File: config.mk
export PLATFORM = sky130hd
export DESIGN_NAME = inst_fetch
export DESIGN_NICKNAME = d
export VERILOG_FILES = /design/src/rtl/inst_fetch.sv
export SDC_FILE = /design/constraint.sdc
export NUM_CORES = 1
export LEC_CHECK = 0
export CORE_MARGIN = 1
export CORE_UTILIZATION = 42
export DETAILED_ROUTE_END_ITERATION = 8
export PLACE_DENSITY = 0.73
export SLEW_MARGIN = 20
export SYNTH_ARGS = -nofsm -noshare
export SYNTH_HDL_FRONTEND = slang
export SYNTH_SLANG_ARGS = --single-unit
File: constraint.sdc
create_clock -name Clk -period 6.9 [get_ports Clk]
set_clock_uncertainty 0.15 [all_clocks]
set_input_delay 0.69 -clock Clk [delete_from_list [all_inputs] [get_ports Clk]]
set_output_delay 0.69 -clock Clk [all_outputs]
set_load 0.05 [all_outputs]
File: src/rtl/inst_fetch.sv
// rtl/inst_fetch.sv - PC and fetch stage for the 3BC processor instruction memory.
// Holds the PC, the instruction register and a RUN-cycle counter; applies jump, branch, stall and halt.
module inst_fetch #(
  parameter int AW   = 10,
  parameter int IW   = 9,
  parameter int OFFW = 8,
  parameter int CNTW = 16
) (
  input  logic            Clk,
  input  logic            Reset,
  input  logic            Start,
  input  logic [AW-1:0]   StartAddr,
  output logic [AW-1:0]   InstAddress,
  input  logic [IW-1:0]   InstIn,
  output logic [IW-1:0]   Instr,
  output logic [AW-1:0]   InstPC,
  output logic            InstValid,
  input  logic            Stall,
  input  logic            JumpEn,
  input  logic [AW-1:0]   JumpTarget,
  input  logic            BranchEn,
  input  logic [OFFW-1:0] BranchOff,
  input  logic            HaltReq,
  output logic            Done,
  output logic [CNTW-1:0] CycleCt
);

  typedef enum logic [1:0] {S_IDLE, S_RUN, S_HALT} state_t;

  state_t          state_q;
  logic [AW-1:0]   pc_q;
  logic [IW-1:0]   ir_q;
  logic [AW-1:0]   inst_pc_q;
  logic            valid_q;
  logic            done_q;
  logic [CNTW-1:0] cyc_q;

  logic [AW-1:0]   branch_tgt_d;
  logic            ctrl_live;

  // Branch offsets are relative to the instruction in IR, not to the fetch PC.
  assign branch_tgt_d = inst_pc_q + {{(AW-OFFW){BranchOff[OFFW-1]}}, BranchOff};
  assign ctrl_live    = (state_q == S_RUN) && valid_q;

  always_ff @(posedge Clk or negedge Reset) begin
    if (!Reset) begin
      state_q   <= S_IDLE;
      pc_q      <= '0;
      ir_q      <= '0;
      inst_pc_q <= '0;
      valid_q   <= 1'b0;
      done_q    <= 1'b0;
      cyc_q     <= '0;
    end else begin
      case (state_q)
        S_IDLE, S_HALT: begin
          if (Start) begin
            state_q <= S_RUN;
            pc_q    <= StartAddr;
            valid_q <= 1'b0;
            done_q  <= 1'b0;
            cyc_q   <= '0;
          end
        end
        S_RUN: begin
          if (cyc_q != '1) cyc_q <= cyc_q + CNTW'(1);
          // Halt is honoured even while stalled; all other control waits for Stall to drop.
          if (ctrl_live && HaltReq) begin
            state_q <= S_HALT;
            done_q  <= 1'b1;
            valid_q <= 1'b0;
          end else if (!Stall) begin
            if (ctrl_live && JumpEn) begin
              pc_q    <= JumpTarget;
              valid_q <= 1'b0;
            end else if (ctrl_live && BranchEn) begin
              pc_q    <= branch_tgt_d;
              valid_q <= 1'b0;
            end else begin
              ir_q      <= InstIn;
              inst_pc_q <= pc_q;
              valid_q   <= 1'b1;
              pc_q      <= pc_q + AW'(1);
            end
          end
        end
        default: state_q <= S_IDLE;
      endcase
    end
  end

  assign InstAddress = pc_q;
  assign Instr       = ir_q;
  assign InstPC      = inst_pc_q;
  assign InstValid   = valid_q;
  assign Done        = done_q;
  assign CycleCt     = cyc_q;

endmodule

After elaboration in Yosys (flattened, before gate mapping)
Cells that the tools add are included.

word-level totals
  register bits after elaboration = 49
  latch bits = 0
  RAM bits = 0
  ROM bits = 0
  bits of input ports = 44
  output and inout port bits = 47
  logic and storage cells = 56
  memories kept = 0

cells by class
  $add $sub $neg = 3
  multipliers = 0
  divide/modulo/power cells = 0
  magnitude comparators = 0
  equal/unequal tests = 9
  shifts and indexed selects = 0
  multiplexer cells = 20
  bitwise logic cells = 4
  reductions and logical operators = 13

operator list
  operator                                                                  number
  10-bit 2-to-1 mux                                                         5
  16-bit 2-to-1 mux                                                         2
  16-bit case mux with 2 select lines                                       1
  10-bit case mux with 2 select lines                                       1
  16-bit by 1-bit adder with 16-bit output (second input constant)          1
  16-bit inequality test (second input constant)                            1
  10-bit by 1-bit adder with 10-bit output (second input constant)          1
  10-bit adder                                                              1
  3-bit AND reduction                                                       3
  1-bit 2-to-1 mux                                                          6
  2-bit inequality test (second input constant)                             3
  5-bit AND reduction                                                       1
  1-bit logical AND                                                         4
  2-bit 2-to-1 mux                                                          2
  2-bit by 1-bit inequality test with 1-bit output (second input constant)  2
  1-bit inverter                                                            4
  1-bit case mux with 2 select lines                                        2
  2-bit case mux with 2 select lines                                        1
  4-bit AND reduction                                                       1
  3-bit by 2-bit inequality test with 1-bit output (second input constant)  1
  2-bit by 1-bit == test with 1-bit output (second input constant)          1
  2-bit == test (second input constant)                                     1
  2-bit logical NOT                                                         1
  2-bit AND reduction                                                       1
  2 further kinds                                                           2

Logic depth before layout (Yosys ltp)
  depth in word-level cells = 8
  depth in mapped cells = 7

Least setup slack after synthesis
Ideal clock, no wire load.

  path kind = input to register
  from = input BranchOff[0]
  to = register pc_q[6], in the netlist InstAddress[6]
  setup time = 127 ps
  arrival time = 2248 ps
  data required time = 6623 ps
  setup slack = 4375 ps
  cell stages on the path = 7
  cell sequence = ha_1 fa_1 a211oi_1 nor2_1 or4_1 nand4_1 a31oi_1

between the ends
  word-level cells in the longest chain between the ends = 6

ends and longest elaborated chain
  what                                 RTL line  source
  start, declared                      22        input logic [OFFW-1:0] BranchOff,
  10-bit adder                         42        assign branch_tgt_d = inst_pc_q + {{(AW-OFFW){BranchOff[OFFW-1]}}, BranchOff};
  10-bit 2-to-1 mux                    76        end else if (ctrl_live && BranchEn) begin
  10-bit 2-to-1 mux                    73        if (ctrl_live && JumpEn) begin
  10-bit 2-to-1 mux                    72        end else if (!Stall) begin
  10-bit 2-to-1 mux                    68        if (ctrl_live && HaltReq) begin
  10-bit case mux with 2 select lines  55        case (state_q)
  end signal, assigned                 59        pc_q <= StartAddr;
  end signal, assigned                 74        pc_q <= JumpTarget;
  end signal, assigned                 77        pc_q <= branch_tgt_d;
  end, declared                        31        logic [AW-1:0] pc_q;

Every way passes these cells. The select of a mux whose other input is x is not followed.
A chain may end at the register's enable or synchronous reset.

Final worst setup path
  from = input BranchOff[0]
  to = register pc_q[8], in the netlist InstAddress[8]

Same word-level chain as after synthesis.

==> key figures <==
Floorplan
  – Die X: 88.9 µm
  – Starting Density: 0.437
  – Die ar.: 7890 µm²
  – Core area: 7250 µm²
  – Die H: 88.9 µm
  – FP Rows: 31
  – # IOs: 91

Clock tree
  – Post-CTS Resized: 0
  – Number of post-CTS setup repair buffers: 0
  – Clk pin slew, worst setup/hold paths: 0.09 ns
  – Clock sink count: 49
  – CTS tree: yes
  – Clock Latency Late Sink: 0.30 ns
  – Clk buf depth: 2
  – CTS HTree Levels: 2
  – CTS buffer count: 5
  – Clk root buf: clkbuf_8
  – Hold buffers post-CTS: 0

Placement
  – HPWL Detailed: 6.36 mm
  – Dpl cell area: 4130 µm²
  – Cell total after placement: 504
  – RD Place Congestion: 0.853
  – Number of buffers added on ports: 90

Worst setup path
  – Critical Path RT: 6.95 ns
  – Worst r2r src: InstPC[0]
  – CP max FO: 3
  – WP data arrival: 2.95 ns
  – Reg2Reg Capture Point: InstAddress[8]
  – CP Class: in -> reg
  – CP Launch Type: input port
  – R2R Setup Slk: 4.38 ns
  – Endpoint class of the critical path: flop
  – Reg2reg path depth: 7

Timing
  – Worst hold slack: 0.329 ns
  – RSZ-0062 raised after global routing: false
  – Relative slew slack: 0.289
  – Final period util: 0.420
  – Final setup viols: 0
  – Final TNS setup: 0 ns
  – Max-slew violations: 0
  – Max Fclk: 345 MHz
  – Final hold violation count: 0
  – Period minus WS final: 2.90 ns
  – Actual slew at the worst max-slew pin: 1.07 ns

Power
  – P per Cell Area: 461 nW/µm²
  – Maximum vdd ir drop: 0.000254 V
  – Lkg Pwr: 1.66 nW

Drt
  – Via count: 2971
  – Average wire per standard cell: 17.0 µm
  – 1st-pass router iterations: 5
  – Routed Antenna Nets: 0
  – Final wirelength: 8.70 mm
  – Initial DRC count: 171
  – Residual DRC: 0
  – Via density: 5.80

Synth
  – Adder-Cell Fraction of Synth Area: 0.0498
  – XOR/XNOR Fraction of Synth Area: 0.0498
  – Multiplexer share of the synthesized area: 0.0841
  – Post-synth top area share: 0.387
  – Share of flip-flops with an asynchronous set or reset: 1.00
  – Mapped Avg Cell Area: 9.66 µm²
  – Compound-Gate Fraction of Synth Area: 0.216
  – Mapped Cells: 328
  – Syn Nets: 384
  – Netlist Area Pre-Place: 3170 µm²
  – Library cells used by synthesis: 51
  – Yosys reg bits: 49
  – Post-synth EDFFs: 0
  – Seq/Total Area, Yosys: 0.387
  – Largest cells by area after synthesis: dfrtp_1 (39%), mux2_2 (7.5%), ha_1 (4.3%), xnor2_1 (3.9%), a21oi_1 (3.6%)
  – Simple-gate share of the synthesized area: 0.181
  – Leading register cell type out of synthesis: dfrtp_1
  – Synth area leader: dfrtp_1
  – Largest family of logic cells by synthesized area: compound AO/OA/AOI/OAI gates
  – Warnings, synthesis: 0

Cells and area
  – Share of layout cells above drive strength 1: 0.114
  – Commonest cells after routing, fill and taps aside: clkdlybuf4s50_1 (89), dfrtp_1 (49), nand2_1 (28), nor2_1 (28), a21oi_1 (23)
  – Post-route cell area: 4230 µm²
  – ANT cells: 0
  – Final core utilization: 0.583
  – Nets@finish: 468
  – Layout Cells excl Fill: 512
  – Area Growth Syn to Fin: 33.4%
  – Most common cell after layout, fill and taps aside: clkdlybuf4s50_1

Job
  – Max cap viols: 0

Global route
  – Number of global-route vias before repair: 2869
  – Largest net degree at the start of global routing: 50
  – Initial antenna violation count: 0
  – First-pass GRT wire length: 13.7 mm
  – Overflow after GRT: 0
  – Overall routing resource usage: 0.227

Min path
  – Hold WC Path Type: in -> async

Run status
  – Outcome: completed
[sequential cells by signal, summed over array words and instances (netlist names)]
name,flops
Done,1
InstPC,10
InstValid,1
Instr,9
CycleCt,16
InstAddress,10
state_q,2
[where the power goes]
part	leakage, nW	total [mW]	switching (mW)	internal, mW
clock	0.0542	0.187	0.0967	0.0908
combinational	0.990	1.23	0.762	0.467
sequential	0.611	0.534	0.139	0.394
total	1.66	1.95	0.998	0.952
[layer usage]
| layer | routed length [µm] | vias to the layer above | track usage | part of all wire |
|---|---|---|---|---|
| met5 | 0 | - | 0 | 0 |
| met4 | 172 | 0 | 0.0806 | 0.020 |
| met3 | 571 | 20 | 0.0485 | 0.066 |
| met2 | 4130 | 135 | 0.376 | 0.48 |
| met1 | 3820 | 1411 | 0.294 | 0.44 |
| li1 | - | 1405 | - | - |
[Yosys cell counts, types with 5 or more instances]
cell type  count
a211oi_1       8
a21o_1         6
a21oi_1       23
a31oi_1        8
and3_1         6
buf_2          8
clkbuf_1       6
dfrtp_1       49
ha_1          11
inv_1          5
mux2_2        21
nand2_1       28
nand3_1        8
nand4_1        9
nor2_1        28
nor3_1         6
o211ai_1       5
o21ai_0       16
xnor2_1       14
[metrics by stage]
step                      power (mW)  setup slack (ns)
after floorplan                 1.38              4.37
after global placement          1.73              3.80
after detailed placement        1.76              3.70
after CTS                       1.95              4.01
after global routing            2.06              3.87
final                           1.95              4.00
[final cells by class]
type / count / area [µm²]
clock buffer: 7 / 96.3
inverter: 5 / 18.8
fill: 683 / 3030
clock inverter: 1 / 5.00
timing repair buffer: 93 / 918
sequential: 49 / 1230
multi-input combinational: 258 / 1840
tap: 99 / 124
[worst max-delay path, cell delays in order]
cell	delay, ns
clkdlybuf4s50_1	0.42
ha_1	0.23
fa_1	0.43
a211oi_1	0.38
o2111a_1	0.28
o21a_1	0.13
o21ai_0	0.09
a221oi_1	0.30
[cells by family after synthesis]
logic type,Yosys count
AOI/OAI and AO/OA,94
adders and majority gates,12
buffers and inverters,21
DFF,49
xor gates and xnor gates,18
muxes,24
and+or+nand+nor,110
[worst max path at each step]
stage	end	startpoint	slack, ns	cells past startpoint
floorplan	InstAddress[6]	BranchOff[0]	4.37	7
finish	InstAddress[8]	BranchOff[0]	4.00	8
CTS	InstAddress[8]	BranchOff[0]	4.01	8
detailed placement	InstAddress[8]	BranchOff[0]	3.70	8
global route	InstAddress[8]	BranchOff[0]	3.87	8
global placement	InstAddress[8]	BranchOff[0]	3.80	8
Power figures use the tool's default switching activity.
